## config.mk

```make
export PLATFORM = sky130hd
export DESIGN_NAME = alu_op_issuer_flat
export DESIGN_NICKNAME = d
export VERILOG_FILES = /design/src/rtl/alu_op_issuer_if.sv /design/src/rtl/alu_op_issuer.sv /design/src/flat_wrapper.sv
export SDC_FILE = /design/constraint.sdc
export NUM_CORES = 1
export LEC_CHECK = 0
export CORE_ASPECT_RATIO = 0.8
export CORE_MARGIN = 4
export CORE_UTILIZATION = 39
export DETAILED_ROUTE_END_ITERATION = 6
export HOLD_SLACK_MARGIN = 0.12
export PLACE_DENSITY = 0.8
export SLEW_MARGIN = 15
export SYNTH_ARGS = -nofsm -noshare
export SYNTH_HDL_FRONTEND = slang
export SYNTH_SLANG_ARGS = --single-unit
```

## constraint.sdc

```tcl
create_clock -name clk -period 1.8 [get_ports clk]
set_input_delay 0.36 -clock clk [delete_from_list [all_inputs] [get_ports clk]]
set_output_delay 0.36 -clock clk [all_outputs]
set_load 0.05 [all_outputs]
```

## src/rtl/alu_op_issuer_if.sv

```systemverilog
// alu_op_issuer_if: request, ALU and response signals for alu_op_issuer.
//
// Handshake semantics (request and response channels alike): a transfer
// happens on the rising clk edge where valid and ready are both high.
// The source raises valid and then holds its payload stable until that
// transfer edge. The sink may drive ready without regard to valid.
// The ALU signals are not a handshake. alu_a/alu_b/alu_cmd come from
// registers, and alu_result is the combinational ALU answer to them.
interface alu_op_issuer_if #(
  parameter int W     = 32,
  parameter int CNT_W = 8
);
  // request channel (decode stage -> issuer)
  logic             req_valid;
  logic             req_ready;
  logic [5:0]       req_opcode;
  logic [5:0]       req_funct;
  logic [W-1:0]     req_rs_val;
  logic [W-1:0]     req_rt_val;
  logic [15:0]      req_imm;

  // ALU ports (issuer <-> combinational ALU)
  logic [W-1:0]     alu_a;
  logic [W-1:0]     alu_b;
  logic [2:0]       alu_cmd;
  logic [W-1:0]     alu_result;

  // response channel (issuer -> consumer)
  logic             resp_valid;
  logic             resp_ready;
  logic [W-1:0]     resp_data;
  logic             resp_err;
  logic [CNT_W-1:0] mismatch_cnt;

  // issuer side
  modport slave (
    input  req_valid, req_opcode, req_funct, req_rs_val, req_rt_val, req_imm,
    output req_ready,
    output alu_a, alu_b, alu_cmd,
    input  alu_result,
    output resp_valid, resp_data, resp_err, mismatch_cnt,
    input  resp_ready
  );

  // environment side (decode stage, ALU and response consumer)
  modport master (
    output req_valid, req_opcode, req_funct, req_rs_val, req_rt_val, req_imm,
    input  req_ready,
    input  alu_a, alu_b, alu_cmd,
    output alu_result,
    input  resp_valid, resp_data, resp_err, mismatch_cnt,
    output resp_ready
  );
endinterface

```

## src/rtl/alu_op_issuer.sv

```systemverilog
// alu_op_issuer: takes MIPS-style operation requests and decodes them into
// ALU command and operands. It drives the combinational ALU from registers,
// captures the ALU result and returns it on a response channel.
// Optional build macro ALU_RESULT_CHECK_EN adds a golden model. The model
// flags ALU results that differ from the expected value (resp_err) and counts
// them in a saturating mismatch counter. Without the macro, mismatch_cnt
// reads 0 and resp_err reports illegal decodes only.
// o_dbg_state exposes the FSM state (0 idle, 1 exec, 2 resp).
module alu_op_issuer #(
  parameter int W     = 32,
  parameter int CNT_W = 8
) (
  input  logic             clk,
  input  logic             rst_n,
  alu_op_issuer_if.slave   bus,
  output logic [1:0]       o_dbg_state
);

  // ALU command encoding
  localparam logic [2:0] CMD_ADD  = 3'd0;
  localparam logic [2:0] CMD_SUB  = 3'd1;
  localparam logic [2:0] CMD_XOR  = 3'd2;
  localparam logic [2:0] CMD_SLT  = 3'd3;
  localparam logic [2:0] CMD_AND  = 3'd4;
  localparam logic [2:0] CMD_NOR  = 3'd6;
  localparam logic [2:0] CMD_OR   = 3'd7;

  // MIPS opcodes that are understood
  localparam logic [5:0] OP_RTYPE = 6'h00;
  localparam logic [5:0] OP_BEQ   = 6'h04;
  localparam logic [5:0] OP_ADDI  = 6'h08;
  localparam logic [5:0] OP_SLTI  = 6'h0A;
  localparam logic [5:0] OP_ANDI  = 6'h0C;
  localparam logic [5:0] OP_ORI   = 6'h0D;
  localparam logic [5:0] OP_XORI  = 6'h0E;
  localparam logic [5:0] OP_LW    = 6'h23;
  localparam logic [5:0] OP_SW    = 6'h2B;

  // R-type funct codes
  localparam logic [5:0] FN_ADD   = 6'h20;
  localparam logic [5:0] FN_ADDU  = 6'h21;
  localparam logic [5:0] FN_SUB   = 6'h22;
  localparam logic [5:0] FN_SUBU  = 6'h23;
  localparam logic [5:0] FN_AND   = 6'h24;
  localparam logic [5:0] FN_OR    = 6'h25;
  localparam logic [5:0] FN_XOR   = 6'h26;
  localparam logic [5:0] FN_NOR   = 6'h27;
  localparam logic [5:0] FN_SLT   = 6'h2A;

  typedef enum logic [1:0] {
    S_IDLE = 2'd0,
    S_EXEC = 2'd1,
    S_RESP = 2'd2
  } state_t;

  state_t         r_state;
  state_t         w_next_state;
  logic           w_req_ready;
  logic           w_resp_valid;
  logic           w_accept;
  logic           w_capture;

  // decoded request (combinational, only registered on accept)
  logic [2:0]     w_cmd;
  logic [W-1:0]   w_b;
  logic           w_illegal;
  logic [W-1:0]   w_imm_sext;
  logic [W-1:0]   w_imm_zext;

  // operation held for the ALU and the captured response
  logic [W-1:0]   r_alu_a;
  logic [W-1:0]   r_alu_b;
  logic [2:0]     r_alu_cmd;
  logic           r_illegal;
  logic [W-1:0]   r_resp_data;
  logic           r_resp_err;

  // true when the ALU answer disagrees with the golden model
  logic           w_mismatch;

  // immediate extensions used by the I-type decode
  assign w_imm_sext = {{(W-16){bus.req_imm[15]}}, bus.req_imm};
  assign w_imm_zext = {{(W-16){1'b0}}, bus.req_imm};

  // decode opcode/funct into ALU command, operand b and the illegal flag;
  // operand a is always rs, and unknown encodings fall back to ADD rs,rt
  always_comb begin
    w_cmd     = CMD_ADD;
    w_b       = bus.req_rt_val;
    w_illegal = 1'b0;
    case (bus.req_opcode)
      OP_RTYPE: begin
        case (bus.req_funct)
          FN_ADD, FN_ADDU: w_cmd = CMD_ADD;
          FN_SUB, FN_SUBU: w_cmd = CMD_SUB;
          FN_AND:          w_cmd = CMD_AND;
          FN_OR:           w_cmd = CMD_OR;
          FN_XOR:          w_cmd = CMD_XOR;
          FN_NOR:          w_cmd = CMD_NOR;
          FN_SLT:          w_cmd = CMD_SLT;
          default:         w_illegal = 1'b1;
        endcase
      end
      OP_ADDI, OP_LW, OP_SW: begin
        w_cmd = CMD_ADD;
        w_b   = w_imm_sext;
      end
      OP_SLTI: begin
        w_cmd = CMD_SLT;
        w_b   = w_imm_sext;
      end
      OP_ANDI: begin
        w_cmd = CMD_AND;
        w_b   = w_imm_zext;
      end
      OP_ORI: begin
        w_cmd = CMD_OR;
        w_b   = w_imm_zext;
      end
      OP_XORI: begin
        w_cmd = CMD_XOR;
        w_b   = w_imm_zext;
      end
      OP_BEQ: begin
        w_cmd = CMD_SUB;
        w_b   = bus.req_rt_val;
      end
      default: w_illegal = 1'b1;
    endcase
  end

  // FSM state register
  always_ff @(posedge clk or negedge rst_n) begin
    if (!rst_n) begin
      r_state <= S_IDLE;
    end else begin
      r_state <= w_next_state;
    end
  end

  // FSM next state and handshake/strobe outputs
  always_comb begin
    w_next_state = r_state;
    w_req_ready  = 1'b0;
    w_resp_valid = 1'b0;
    w_accept     = 1'b0;
    w_capture    = 1'b0;
    case (r_state)
      S_IDLE: begin
        w_req_ready = 1'b1;
        if (bus.req_valid) begin
          w_accept     = 1'b1;
          w_next_state = S_EXEC;
        end
      end
      S_EXEC: begin
        // ALU has had a full cycle on the registered operands
        w_capture    = 1'b1;
        w_next_state = S_RESP;
      end
      S_RESP: begin
        w_resp_valid = 1'b1;
        if (bus.resp_ready) begin
          w_next_state = S_IDLE;
        end
      end
      default: w_next_state = S_IDLE;
    endcase
  end

  // register the decoded operation on accept and capture the result on leaving EXEC
  always_ff @(posedge clk or negedge rst_n) begin
    if (!rst_n) begin
      r_alu_a     <= '0;
      r_alu_b     <= '0;
      r_alu_cmd   <= CMD_ADD;
      r_illegal   <= 1'b0;
      r_resp_data <= '0;
      r_resp_err  <= 1'b0;
    end else begin
      if (w_accept) begin
        r_alu_a   <= bus.req_rs_val;
        r_alu_b   <= w_b;
        r_alu_cmd <= w_cmd;
        r_illegal <= w_illegal;
      end
      if (w_capture) begin
        r_resp_data <= bus.alu_result;
        r_resp_err  <= r_illegal | w_mismatch;
      end
    end
  end

`ifdef ALU_RESULT_CHECK_EN
  localparam logic [2:0]       CMD_NAND = 3'd5;
  localparam logic [CNT_W-1:0] CNT_ONE  = CNT_W'(1);
  localparam logic [CNT_W-1:0] CNT_MAX  = {CNT_W{1'b1}};

  logic [W-1:0]     w_expected;
  logic [CNT_W-1:0] r_mismatch_cnt;

  // golden model of the ALU evaluated on the registered command/operands
  always_comb begin
    w_expected = '0;
    case (r_alu_cmd)
      CMD_ADD:  w_expected = r_alu_a + r_alu_b;
      CMD_SUB:  w_expected = r_alu_a - r_alu_b;
      CMD_XOR:  w_expected = r_alu_a ^ r_alu_b;
      CMD_SLT:  w_expected = {{(W-1){1'b0}}, ($signed(r_alu_a) < $signed(r_alu_b))};
      CMD_AND:  w_expected = r_alu_a & r_alu_b;
      CMD_NAND: w_expected = ~(r_alu_a & r_alu_b);
      CMD_NOR:  w_expected = ~(r_alu_a | r_alu_b);
      CMD_OR:   w_expected = r_alu_a | r_alu_b;
      default:  w_expected = '0;
    endcase
  end

  assign w_mismatch = (bus.alu_result != w_expected);

  // saturating count of captures where the ALU disagreed with the model
  always_ff @(posedge clk or negedge rst_n) begin
    if (!rst_n) begin
      r_mismatch_cnt <= '0;
    end else if (w_capture && w_mismatch && (r_mismatch_cnt != CNT_MAX)) begin
      r_mismatch_cnt <= r_mismatch_cnt + CNT_ONE;
    end
  end

  assign bus.mismatch_cnt = r_mismatch_cnt;
`else
  assign w_mismatch       = 1'b0;
  assign bus.mismatch_cnt = {CNT_W{1'b0}};
`endif

  assign bus.req_ready  = w_req_ready;
  assign bus.resp_valid = w_resp_valid;
  assign bus.resp_data  = r_resp_data;
  assign bus.resp_err   = r_resp_err;
  assign bus.alu_a      = r_alu_a;
  assign bus.alu_b      = r_alu_b;
  assign bus.alu_cmd    = r_alu_cmd;
  assign o_dbg_state    = r_state;

endmodule
```

## src/flat_wrapper.sv

```systemverilog
// flat-port wrapper written by rule: the top's interface ports become plain ports
module alu_op_issuer_flat 
#(
  parameter int W     = 32,
  parameter int CNT_W = 8
)
  (clk, rst_n, o_dbg_state, bus_req_valid, bus_req_opcode, bus_req_funct, bus_req_rs_val, bus_req_rt_val, bus_req_imm, bus_req_ready, bus_alu_a, bus_alu_b, bus_alu_cmd, bus_alu_result, bus_resp_valid, bus_resp_data, bus_resp_err, bus_mismatch_cnt, bus_resp_ready);
  alu_op_issuer_if #(.W(W), .CNT_W(CNT_W)) bus_i ();
  input  logic clk;
  input  logic rst_n;
  output logic [1:0] o_dbg_state;
  input wire logic [$bits(bus_i.req_valid)-1:0] bus_req_valid;
  input wire logic [$bits(bus_i.req_opcode)-1:0] bus_req_opcode;
  input wire logic [$bits(bus_i.req_funct)-1:0] bus_req_funct;
  input wire logic [$bits(bus_i.req_rs_val)-1:0] bus_req_rs_val;
  input wire logic [$bits(bus_i.req_rt_val)-1:0] bus_req_rt_val;
  input wire logic [$bits(bus_i.req_imm)-1:0] bus_req_imm;
  output wire logic [$bits(bus_i.req_ready)-1:0] bus_req_ready;
  output wire logic [$bits(bus_i.alu_a)-1:0] bus_alu_a;
  output wire logic [$bits(bus_i.alu_b)-1:0] bus_alu_b;
  output wire logic [$bits(bus_i.alu_cmd)-1:0] bus_alu_cmd;
  input wire logic [$bits(bus_i.alu_result)-1:0] bus_alu_result;
  output wire logic [$bits(bus_i.resp_valid)-1:0] bus_resp_valid;
  output wire logic [$bits(bus_i.resp_data)-1:0] bus_resp_data;
  output wire logic [$bits(bus_i.resp_err)-1:0] bus_resp_err;
  output wire logic [$bits(bus_i.mismatch_cnt)-1:0] bus_mismatch_cnt;
  input wire logic [$bits(bus_i.resp_ready)-1:0] bus_resp_ready;
  assign bus_i.req_valid = bus_req_valid;
  assign bus_i.req_opcode = bus_req_opcode;
  assign bus_i.req_funct = bus_req_funct;
  assign bus_i.req_rs_val = bus_req_rs_val;
  assign bus_i.req_rt_val = bus_req_rt_val;
  assign bus_i.req_imm = bus_req_imm;
  assign bus_req_ready = bus_i.req_ready;
  assign bus_alu_a = bus_i.alu_a;
  assign bus_alu_b = bus_i.alu_b;
  assign bus_alu_cmd = bus_i.alu_cmd;
  assign bus_i.alu_result = bus_alu_result;
  assign bus_resp_valid = bus_i.resp_valid;
  assign bus_resp_data = bus_i.resp_data;
  assign bus_resp_err = bus_i.resp_err;
  assign bus_mismatch_cnt = bus_i.mismatch_cnt;
  assign bus_i.resp_ready = bus_resp_ready;
  alu_op_issuer #(.W(W), .CNT_W(CNT_W)) u_core (.clk(clk), .rst_n(rst_n), .bus(bus_i), .o_dbg_state(o_dbg_state));
endmodule
```

## Word-level counts from Yosys, hierarchy flattened

Index checks and enable logic that the tools add are counted.

| word-level totals | value |
|---|---|
| flip-flop bits (word level) | 103 |
| input bits | 128 |
| output and inout port bits | 112 |
| logic and storage cells | 49 |

| operators by class | value |
|---|---|
| eq/ne operators | 21 |
| mux-type cells | 13 |
| reduce and logical (&&, ||, !) cells | 8 |

Operators by type and width:

| operator | number |
|---|---|
| $eq 6x6->1 const B | 11 |
| $pmux 32 s2 | 1 |
| $pmux 3 s6 | 2 |
| $eq 6x4->1 const B | 5 |
| $reduce_or 9->1 | 1 |
| $reduce_or 8->1 | 1 |
| $eq 6x3->1 const B | 1 |
| $logic_not 6->1 | 1 |
| $mux 1 | 6 |
| $pmux 2 s3 | 1 |
| $mux 2 | 2 |
| $ne 2x2->1 const B | 2 |
| $reduce_or 4->1 | 1 |
| $reduce_or 3->1 | 1 |
| $eq 2x1->1 const B | 1 |
| $eq 2x2->1 const B | 1 |
| $logic_not 2->1 | 1 |
| $pmux 1 s2 | 1 |
| $reduce_and 2->1 | 1 |
| $reduce_or 2->1 | 1 |

## Longest topological paths before layout

| depth | value |
|---|---|
| word-level depth | 4 |
| depth in mapped cells | 7 |
| gate-level depth less buffers | 5 |

## Worst setup path after synthesis

OpenSTA, ideal clock, no wires.

| timing path | value |
|---|---|
| path kind | reg2reg |
| start | register u_core.r_state[0], in the netlist u_core.o_dbg_state[0] |
| end | register u_core.r_alu_b[17], in the netlist u_core.bus.alu_b[17] |
| library setup time | 122 ps |
| arrival | 2181 ps |
| data required time | 1678 ps |
| slack | -504 ps |
| cell stages (with the launch flop) | 6 |
| buffers on the path | 1 |
| clock period less this slack | 2304 ps |
| cells stage by stage | dfrtp_1 -> nor2_1 -> nand2_2 -> a31oi_2 -> buf_4 -> a21oi_1 |

| on the way | value |
|---|---|
| longest elaborated chain between the ends | 2 |

Ends and longest elaborated chain:

| what | line | text |
|---|---|---|
| from (decl) | alu_op_issuer.sv:56 | `state_t r_state;` |
| from (signal assigned) | alu_op_issuer.sv:137 | `r_state <= w_next_state;` |
| $logic_not 2->1 | alu_op_issuer.sv:148 | `case (r_state)` |
| $mux 1 | alu_op_issuer.sv:148 |  |
| to (signal assigned) | alu_op_issuer.sv:183 | `r_alu_b <= w_b;` |
| to (decl) | alu_op_issuer.sv:72 | `logic [W-1:0] r_alu_b;` |

No other way between the ends.
A chain may end at the register's enable or synchronous reset.

## Worst setup path in the final report

| timing path | value |
|---|---|
| start | input port bus_req_opcode[1] |
| end | register u_core.r_alu_b[30], in the netlist u_core.bus.alu_b[30] |

| on the way | value |
|---|---|
| longest elaborated chain between the ends | 3 |
| elaborated cells on any way between the ends | 10 |
| those cells by class | 7 x eq/ne; 1 x mux; 2 x reduce/logical |

Ends and longest elaborated chain:

| what | line | text |
|---|---|---|
| from (decl) | flat_wrapper.sv:13 | `input wire logic [$bits(bus_i.req_opcode)-1:0] bus_req_opcode;` |
| $eq 6x4->1 / $eq 6x6->1 (equally long branches) | alu_op_issuer.sv:91 | `case (bus.req_opcode)` |
| $reduce_or 4->1 (no line) / $reduce_or 3->1 (equally long branches) | n/a |  |
| $pmux 32 s2 * | alu_op_issuer.sv:91 |  |

Every way passes the cells marked *; elsewhere a longest branch is shown, timed or not.

==> flow_metrics.py <==
metrics = {
    "outcome": {
        "outcome": "finished, final reports clean",
    },
    "worst_setup_path": {
        "required_ps": 2060,
        "reg2regPathDepth": 6,
        "startpoint_type": "input port",
        "worstSetupEndpointType": "register",
        "cp-startpoint": "bus_req_opcode[1]",
        "cp.arrival_ps": 1870,
        "r2r_start": "u_core.o_dbg_state[1]",
        "crit_path_max_fanout": 9,
        "crit_type": "in2reg",
    },
    "power": {
        "netSwitchingPower_mw": 7.295,
        "power.leakage_nw": 3.319,
        "sequentialPowerShare_pct": 27.9,
        "p_per_area_nw_per_um2": 2058,
        "p_clk_share_pct": 13.5,
        "netSwitchingFraction_pct": 50.05,
        "vdd_drop_max_uv": 1175,
        "internal_power_mw": 7.280,
        "power_frac_comb_pct": 58.6,
    },
    "logic_synthesis": {
        "synth_top_family_by_area": "simple AND/OR/NAND/NOR gates",
        "synth_xor_xnor_area_share_pct": 0,
        "syn_area_per_cell_um2": 10.20,
        "ys.flop_type": "dfrtp_1",
        "syn_area_um2": 4448,
        "synth-compound-area-share_pct": 10.94,
        "synthSimpleGateAreaFrac_pct": 17.58,
        "yosys.cell_types.count": 38,
        "synth_edf_count": 0,
        "synth_mux_area_share_pct": 8.608,
        "synth_top_area_share_pct": 57.95,
        "ys_top_cells_by_count": "nand2_1, dfrtp_1, nor2_1",
        "synth_cells": 436,
        "yosys_register_bits": 103,
        "synthTopCellsByArea": "dfrtp_1, nand2_1, mux2_2, a21oi_2, a21oi_1",
        "async_reset_ff_share_pct": 100.0,
        "yosysMostFrequentCell": "nand2_1",
        "yosysSeqAreaShare_pct": 57.95,
        "synth_top_area_cell": "dfrtp_1",
        "yosysWarnings": 0,
        "post_synth_fa_ha_maj_area_fraction_pct": 0,
    },
    "route": {
        "wl_met2_mm": 6.888,
        "via_per_inst": 4.759,
        "dr_wl_met3_um": 935,
        "highest_layer": "met4",
        "routedLengthMet1_mm": 5.074,
        "drtAntennaViolNets": 0,
        "wl_per_cell_um": 15.83,
        "routed_wl_mm": 13.08,
        "route.detailed.drc": 0,
        "vias": 3931,
        "drtPass1Iterations": 4,
        "drt_iter0_drc": 183,
    },
    "sta": {
        "relSlewSlack_pct": 61.90,
        "rsz0062_at_grt": "no",
        "layout_worst_path_cycle_share_pct": 89.43,
        "worst_pin_slew_ps": 571.5,
        "hold_violations": 0,
        "fin_crit_ps": 1610,
        "slew_viol_final": 0,
        "fmax_mhz": 621.2,
        "setup_violations": 0,
        "setup_ws_ps": 190.3,
        "fin_skew_ps": 7.282,
    },
    "grt": {
        "antenna_found_initial": 0,
        "grt_pass1_wl_mm": 20.77,
        "grtUsageTotal_pct": 19.33,
        "grt_max_degree": 104,
        "grt_overflow": 0,
        "grt_pass1_vias": 4054,
    },
    "cts": {
        "cts_buffers": 9,
        "clkSinkCount": 103,
        "clk_pin_slew_worst_paths_ps": 70,
        "cts_max_level": 3,
        "clk_latency_ps": 330,
        "cts.path.max_buffers": 2,
        "ctsResizeCount": 0,
        "cts_setup_buffers": 0,
        "cts_root_buf": "clkbuf_16",
        "tritoncts": "built",
    },
    "worst_hold_path": {
        "hold_path.class": "reg2reg",
        "min_from": "u_core.bus.alu_a[21]",
        "hold_path_depth": 2,
    },
    "final_layout": {
        "area.sequential_um2": 2580,
        "fin_nets": 805,
        "area_growth_pct": 59.21,
        "instances_no_fill": 826,
        "design_area_um2": 7082,
        "drive_gt1_share_pct": 30.79,
        "antennaDiodeCount": 0,
        "multi_input_area_um2": 1689,
        "n_fill_cell": 899,
    },
    "place": {
        "post_dp_cell_area_um2": 6765,
        "dpl.hpwl_mm": 10.14,
        "preCtsSetupSlack_ps": -185.5,
        "dp_cells": 809,
        "gp_congestion": 0.8810,
        "port_buffers": 231,
    },
    "run": {
        "cap_violations": 0,
    },
    "floorplanning": {
        "core_area_um2": 11020,
        "die_h_um": 103.5,
        "ioPinCount": 240,
        "dieArea_um2": 13190,
        "num_rows": 34,
        "die_x_um": 127.4,
        "start_util_pct": 40.37,
    },
}
==> cell usage in the layout (no fill, tap or decap), types with 4 or more instances in the layout <==
cell type,count
nor2_1,36
a21oi_1,30
clkdlybuf4s50_1,126
clkbuf_16,9
buf_12,6
o21ai_1,4
dfrtp_1,101
mux2_2,34
buf_4,123
o21ai_0,5
a21oi_2,20
nand2_1,136
nand2b_1,5
conb_1,8
==> cell type report <==
| cell class | count | share of cell area [%] |
|---|---|---|
| multi-input cells | 304 | 23.85 |
| flip-flops and latches | 103 | 36.43 |
| inverters | 3 | 0.1590 |
| well taps | 144 | 2.544 |
| clock inverters | 6 | 0.9541 |
| clock buffers | 10 | 3.375 |
| repair buffers | 256 | 32.69 |
==> power by group through the flow <==
| stage | Clock, mW | Combinational, mW | Sequential (mW) |
|---|---|---|---|
| 2_1_floorplan | 0 | 1.87 | 7.87 |
| 3_3_place_gp | 0 | 8.49 | 4.03 |
| 3_5_place_dp | 0 | 8.64 | 4.09 |
| 4_1_cts | 2.03 | 8.64 | 4.07 |
| 5_1_grt | 2.13 | 8.95 | 4.19 |
| 6_report | 1.97 | 8.55 | 4.06 |
==> per-layer routing <==
| layer | global-route usage (%) | up-vias |
|---|---|---|
| met3 | 4.835 | 14 |
| met1 | 22.63 | 1868 |
| met2 | 35.01 | 161 |
| met4 | 5.130 | 0 |
| met5 | 0 | - |
| li1 | - | 1888 |
==> sequential cells by signal, summed over array words and instances (netlist names) <==
| register | cells |
|---|---|
| u_core.bus.alu_a | 32 |
| u_core.bus.alu_b | 32 |
| u_core.bus.resp_data | 32 |
| u_core.bus.alu_cmd | 3 |
| u_core.o_dbg_state | 2 |
| u_core.bus.resp_err | 1 |
| u_core.r_illegal | 1 |
==> cell families after synthesis <==
kind of cell | count (synthesis)
and+or+nand+nor | 192
DFF | 103
AOI/OAI and AO/OA | 70
buffers and inverters | 36
muxes | 34
other | 1
==> final timing paths <==
path	end	slack, ps
max in group asynchronous	u_core.o_dbg_state[1]	720
max reg2reg	u_core.bus.alu_b[30]	390
min	u_core.bus.alu_a[21]	480
min in group asynchronous	u_core.bus.resp_data[2]	620
min reg2reg	u_core.bus.alu_a[21]	480
max	u_core.bus.alu_b[30]	190
==> stage by stage <==
step | hold slack, ps | util (%) | TNS, ps | power [mW]
after floorplan | 64.41 | - | 0 | 9.743
after global placement | 460.0 | 61.40 | -2761 | 12.53
final | 477.0 | 64.27 | 0 | 14.58
after detailed placement | 463.3 | 61.40 | -4955 | 12.73
after CTS | 480.2 | 64.27 | 0 | 14.73
after global routing | 496.3 | 64.27 | 0 | 15.27
==> repair_timing <==
item,4_1_cts,5_1_grt
endpoints found under the setup margin,0,0
endpoints found under the hold margin,40,0
hold buffers,1,0
==> worst max-delay path, cell delays in order <==
cell and delay [ps]:
clkdlybuf4s50_1 540, nand4b_1 200, nor2_2 60, buf_4 140, a31oi_4 170, buf_4 190, nand2_1 60, a21oi_1 150
No activity file was read; power rests on OpenSTA's default activity.
